## src/rtl/ifetch_unit.sv

```systemverilog
// ifetch_unit: instruction fetch stage feeding the instruction decoder.
// Holds the PC, fetches one instruction word at a time from instruction memory
// over a req/ack handshake, latches it into the instruction register, and
// computes the next PC from the decoder's branch controls once the instruction
// leaves EXEC.
//
// Ports:
//   clk, rst_n        clock, synchronous active-low reset
//   stall             hold the instruction currently in EXEC
//   bs, ps            branch select / branch polarity from the decoder
//   zero_flag         ALU zero flag for the instruction in EXEC
//   jump_addr         absolute jump target (register A value)
//   imem_rdata/ack    instruction memory read data and valid
//   imem_req/addr     instruction memory read request (registered) and address
//   instruction_out   instruction register, drives the decoder
//   ir_valid          instruction_out is valid for execution
//   pc_out            address of the instruction held in instruction_out
module ifetch_unit #(
  parameter int unsigned          INS_WIDTH    = 17,
  parameter int unsigned          PC_WIDTH     = 8,
  parameter logic [PC_WIDTH-1:0]  RESET_VECTOR = '0
) (
  input  logic                 clk,
  input  logic                 rst_n,
  input  logic                 stall,
  input  logic [1:0]           bs,
  input  logic                 ps,
  input  logic                 zero_flag,
  input  logic [PC_WIDTH-1:0]  jump_addr,
  input  logic [INS_WIDTH-1:0] imem_rdata,
  input  logic                 imem_ack,
  output logic                 imem_req,
  output logic [PC_WIDTH-1:0]  imem_addr,
  output logic [INS_WIDTH-1:0] instruction_out,
  output logic                 ir_valid,
  output logic [PC_WIDTH-1:0]  pc_out
);

  typedef enum logic [1:0] {
    ST_IDLE  = 2'd0,
    ST_FETCH = 2'd1,
    ST_EXEC  = 2'd2
  } state_t;

  state_t               state_q,    state_d;
  logic [PC_WIDTH-1:0]  pc_q,       pc_d;
  logic                 req_q,      req_d;
  logic [INS_WIDTH-1:0] ir_q,       ir_d;
  logic                 ir_valid_q, ir_valid_d;
  logic [PC_WIDTH-1:0]  pc_out_q,   pc_out_d;

  logic [5:0]           off;
  logic [PC_WIDTH-1:0]  off_ext;
  logic [PC_WIDTH-1:0]  pc_inc;
  logic [PC_WIDTH-1:0]  pc_rel;
  logic                 taken;
  logic [PC_WIDTH-1:0]  next_pc;

  // Branch offset is split across the DA and BA fields of the instruction.
  // Relative targets are measured from the branch's own address.
  always_comb begin
    off     = {ir_q[11:9], ir_q[5:3]};
    off_ext = {{(PC_WIDTH-6){off[5]}}, off};
    pc_inc  = pc_q + PC_WIDTH'(1);
    pc_rel  = pc_q + off_ext;
    taken   = ~(zero_flag ^ ps);
    case (bs)
      2'b00:   next_pc = pc_inc;
      2'b01:   next_pc = taken ? pc_rel : pc_inc;
      2'b10:   next_pc = jump_addr;
      default: next_pc = pc_rel;
    endcase
  end

  // imem_req and ir_valid are registered, so they are set according to the
  // state being entered rather than the current one.
  always_comb begin
    state_d    = state_q;
    pc_d       = pc_q;
    req_d      = req_q;
    ir_d       = ir_q;
    ir_valid_d = ir_valid_q;
    pc_out_d   = pc_out_q;
    case (state_q)
      ST_IDLE: begin
        state_d = ST_FETCH;
        req_d   = 1'b1;
      end
      ST_FETCH: begin
        if (imem_ack) begin
          ir_d       = imem_rdata;
          pc_out_d   = pc_q;
          ir_valid_d = 1'b1;
          req_d      = 1'b0;
          state_d    = ST_EXEC;
        end
      end
      ST_EXEC: begin
        if (!stall) begin
          pc_d       = next_pc;
          ir_valid_d = 1'b0;
          req_d      = 1'b1;
          state_d    = ST_FETCH;
        end
      end
      default: begin
        state_d    = ST_IDLE;
        req_d      = 1'b0;
        ir_valid_d = 1'b0;
      end
    endcase
  end

  always_ff @(posedge clk) begin
    if (!rst_n) begin
      state_q    <= ST_IDLE;
      pc_q       <= RESET_VECTOR;
      req_q      <= 1'b0;
      ir_q       <= '0;
      ir_valid_q <= 1'b0;
      pc_out_q   <= RESET_VECTOR;
    end else begin
      state_q    <= state_d;
      pc_q       <= pc_d;
      req_q      <= req_d;
      ir_q       <= ir_d;
      ir_valid_q <= ir_valid_d;
      pc_out_q   <= pc_out_d;
    end
  end

  assign imem_req        = req_q;
  assign imem_addr       = pc_q;
  assign instruction_out = ir_q;
  assign ir_valid        = ir_valid_q;
  assign pc_out          = pc_out_q;

endmodule

```

## config.mk

```make
export PLATFORM = sky130hd
export DESIGN_NAME = ifetch_unit
export DESIGN_NICKNAME = d
export VERILOG_FILES = /design/src/rtl/ifetch_unit.sv
export SDC_FILE = /design/constraint.sdc
export NUM_CORES = 1
export LEC_CHECK = 0
export BUFFER_PORTS_ARGS = -buffer_cell sky130_fd_sc_hd__buf_2
export CAP_MARGIN = 20
export CORE_ASPECT_RATIO = 0.6
export CORE_MARGIN = 2
export CORE_UTILIZATION = 54
export CTS_BUF_LIST = sky130_fd_sc_hd__clkbuf_4
export DETAILED_ROUTE_END_ITERATION = 10
export PLACE_DENSITY = 0.95
export SLEW_MARGIN = 10
export SYNTH_ARGS = -nofsm -noshare
export SYNTH_HDL_FRONTEND = slang
export SYNTH_SLANG_ARGS = --single-unit
```

## constraint.sdc

```tcl
create_clock -name clk -period 3.42 [get_ports clk]
set_clock_uncertainty 0.1 [all_clocks]
set_input_delay 0.171 -clock clk [delete_from_list [all_inputs] [get_ports clk]]
set_output_delay 0.171 -clock clk [all_outputs]
set_load 0.02 [all_outputs]
```

# Yosys cells after proc, flatten, opt, wreduce, memory -nomap -nowiden
# Cells that the tools add are included.
[word_totals]
word_cells = 34
mem_count = 0
latchBits = 0
mem_bits_rw = 0
rom_bits = 0
reg_bits = 37
[op_classes]
n_mux = 11
n_shift = 0
addsub = 2
eq_ne = 6
n_div = 0
n_reduce_logical = 6
order_cmp = 0
mul = 0
bitwise = 3
[ops]
columns = ["cell", "n"]
rows = [
  ["$pmux 8 s3", 1],
  ["$add 8x1->8 const B", 1],
  ["$add 8x8->8", 1],
  ["$mux 8", 1],
  ["$pmux 1 s3", 2],
  ["$pmux 2 s3", 1],
  ["$reduce_and 2->1", 3],
  ["$eq 2x1->1 const B", 2],
  ["$eq 2x2->1 const B", 2],
  ["$logic_not 2->1", 2],
  ["$mux 1", 4],
  ["$mux 2", 2],
  ["$ne 2x2->1 const B", 2],
  ["$reduce_and 3->1", 1],
  ["$not 1->1", 2],
  ["$xor 1x1->1", 1],
]

# Logic depth before layout (Yosys ltp)
[logic_depth]
depth_word = 3
depth_mapped = 7
depth_no_buf = 7

# Worst setup path after synthesis
# No wires, ideal clock.
[synth_timing]
path_type = "register to register"
start = "register pc_q[0] (netlist: imem_addr[0])"
end = "register pc_q[6] (netlist: imem_addr[6])"
required_ns = 3.250
path_slack_ns = 1.372
setup_time_ns = 0.070
arrival_ns = 1.878
period_less_slack_ns = 2.048
stages_incl_launch_ff = 8
path_cell_list = "dfxtp_1 -> ha_1 -> fa_1 -> a211oi_1 -> o21bai_1 -> a21oi_1 -> xnor2_1 -> o2bb2ai_1"
[synth_between]
elab_chain_cells = 3
word_cells_on_any_way = 4
[synth_rtl]
columns = ["item", "line_no", "rtl"]
rows = [
  ["from (decl)", "46", "logic [PC_WIDTH-1:0] pc_q, pc_d;"],
  ["from (signal assigned)", "124", "pc_q <= pc_d;"],
  ["$add 8x8->8 or $add 8x1->8 (tied branches)", "65, 64", ""],
  ["$mux 8", "69", "2'b01: next_pc = taken ? pc_rel : pc_inc;"],
  ["$pmux 8 s3 *", "67", "case (bs)"],
]
# Mark *: on every way between the ends. The rest lies on a longest branch, timed or not.
# A chain may end at the register's enable or synchronous reset.

# Worst setup path in the final report
# Same ends and word-level chain as after synthesis.

==> summary.md <==
| Metric | Value |
|---|---|
| RSZ-0062 raised after global routing | false |
| # nets final | 355 |
| Die X | 78.6 um |
| Placed instance count | 334 |
| Die span in y | 48.7 um |
| Minimum clock period after layout | 2.21 ns |
| Cell area power density | 346 nW/um2 |
| Max VDD drop | 0.000217 V |
| Final std cells w/o fill | 358 |
| First-pass GRT wire length | 8280 um |
| Util after Layout | 73.8% |
| Worst skew pair latency | 0.35 ns |
| CP Data Required Time | 3.59 ns |
| FF-to-FF setup slack | 1.21 ns |
| Mapped Nets | 273 |
| 1st-pass router iterations | 4 |
| CP startpoint | imem_addr[0] |
| CTS sink count | 36 |
| Crit path kind | reg -> reg |
| Period utilization | 64.5% |
| Most common cell in the synthesized netlist | nand2_1 |
| GRT Total Usage | 27.7% |
| DP Wirelength | 3500 um |
| Die area | 3830 um2 |
| Clock H-tree levels | 2 |
| Iter 0 DRT Violations | 220 |
| CTS clock-pin slew for the worst setup and hold paths | 0.11 ns |
| Io pins | 68 |
| Synth area leader | dfxtp_1 |
| Maximum clock insertion buffer count | 2 |
| Synthesized flop and latch total | 36 |
| Ys async rst share | 0% |
| Placed cell area | 2160 um2 |
| Avg Inst Size Synth | 7.80 um2 |
| Ys flop type | dfxtp_1 |
| Root buffer cell | clkbuf_4 |
| Worst slew pin tran | 0.881 ns |
| Post_cts resized | 0 |
| CP endpoint kind | flop |
| DR vias | 1946 |
| TNS Setup | 0 ns |
| Pleak | 1.10 nW |
| Total wire length | 5080 um |
| Vias in the first global route | 1829 |
| # rows | 16 |
| Rel. slew slack | 41.2% |
| GP Congestion | 0.880 |
| Port Buf Inserts | 67 |
| Starting density of the core | 55.9% |
| Top cells by area in the synthesized netlist | dfxtp_1, nand2_1, a21oi_1 |
| Max Fclk | 0.453 GHz |
| Syn. warnings | 0 |
| Placeable Area | 3220 um2 |
| Max-Cap Viols | 0 |
| Syn Std Cell Area | 1800 um2 |
| Num CTS Buffers | 5 |
| Sequential share of the synthesized area | 40.0% |
| Synth cell types | 37 |
| CP startpoint kind | flop |
| DRC viols | 0 |
| Initial antenna violation count | 0 |
| Worst hold path startpoint | jump_addr[6] |
| R2r startpoint | imem_addr[0] |
| Crit path DAT | 2.38 ns |
| Final setup fails | 0 |
| Largest net degree at the start of global routing | 31 |
| GR Overflow Total | 0 |
| N_diodes | 0 |
| Slew Limit Fails | 0 |
| Design area | 2380 um2 |
| Remaining antenna violation count | 0 |
| Detail-routed net length per standard cell | 14.2 um |
| Critical path fanouts, max | 8 |
| Hold WC Path Type | in -> reg |
| Share of cells above drive strength 1 | 24.9% |
| Synth top cells by count | nand2_1, a21oi_1, dfxtp_1, nor2_1, o21ai_0 |
| Synth-to-Final Area Change | 32.1% |
| Status | finished clean |
| Post-synthesis cell count | 231 |
| Synth top area share | 40.0% |
| CTS tree | done |
| Hold Vio Cnt, Final | 0 |
| Vias per std cell | 5.44 |
| Post-synth EDFFs | 0 |
per-layer routing:
metal / routed length (um) / GRT usage (%)
met1: 2300 / 37.5
met5: 0 / 0
met2: 2300 / 44.2
met3: 452 / 6.90
met4: 28 / 7.89
layout by cell type (no fill, tap or decap), types with 2 or more instances in the layout:
master         netlist  final
nand2_1             58     58
buf_2                3     67
o31ai_1              2      2
o311ai_1             2      2
o21ai_1              3      3
dfxtp_1             36     36
nor2_1              11     11
xnor2_1              4      4
a21o_1               5      5
a21oi_1             39     39
o21a_1               2      2
ha_1                 8      8
and3_1               2      2
a221oi_1             3      3
o211ai_1             2      2
a211oi_1             3      3
inv_1                2      2
nor2b_1              4      4
xor2_1               2      2
o21ai_0             11     11
dlygate4sd3_1        0     17
nand3_1              7      7
clkbuf_4             0      6
power breakdown:
group / internal, W / switching [W] / total (W)
sequential: 0.000435 / 0.0000155 / 0.000450
combinational: 0.0000634 / 0.0000876 / 0.000151
clock: 0.0000837 / 0.000139 / 0.000223
cell families (layout without fill, tap and decap cells):
group / count (synthesis) / count (layout) / share of synthesized area (%)
AOI/OAI and AO/OA: 81 / 81 / 27.3
xor gates and xnor gates: 6 / 6 / 2.92
adders and majority gates: 9 / 9 / 6.67
buffers and inverters: 12 / 94 / 2.71
DFF: 36 / 36 / 40.0
and+or+nand+nor: 87 / 87 / 20.4
metrics by stage:
| stage | total power, W | setup slack (ns) | hold slack (ns) |
|---|---|---|---|
| after global routing | 0.000866 | 1.13 | 0.0366 |
| after CTS | 0.000826 | 1.25 | 0.0243 |
| after detailed placement | 0.000592 | 1.29 | 0.317 |
| after global placement | 0.000588 | 1.38 | 0.311 |
| after floorplan | 0.000540 | 1.37 | 0.207 |
| final | 0.000824 | 1.21 | 0.0420 |
state kept, by name (all words and copies together) (netlist names):
name / flops
pc_out: 8
state_q: 2
imem_addr: 8
ir_valid: 1
instruction_out: 17
what timing repair did:
| item | 4_1_cts | 5_1_grt |
|---|---|---|
| hold endpoints to repair | 17 | 0 |
| hold buffers | 17 | 0 |
| setup buffers | 0 | 0 |
cell type report:
type / instances / area, um2
multi-input cells: 183 / 1030
fillers: 243 / 843
flip-flops and latches: 36 / 721
repair buffers: 85 / 513
well taps: 45 / 56.3
clock buffers: 6 / 45.0
inverters: 2 / 7.51
clock inverters: 1 / 5.00
final timing paths:
path,endpoint,depth (start not counted)
hold reg to reg,instruction_out[15],2
setup / recovery,imem_addr[6],7
hold / removal,imem_addr[6],3
setup reg to reg,imem_addr[6],7
worst max-delay path, cell delays in order, from the launching register on:
cell and delay [ns]:
dfxtp_1 0.41, ha_1 0.28, fa_1 0.44, a211oi_1 0.35, o21bai_1 0.13, a21oi_1 0.18
xnor2_1 0.13, o2bb2ai_1 0.12
Power figures use the tool's default switching activity.
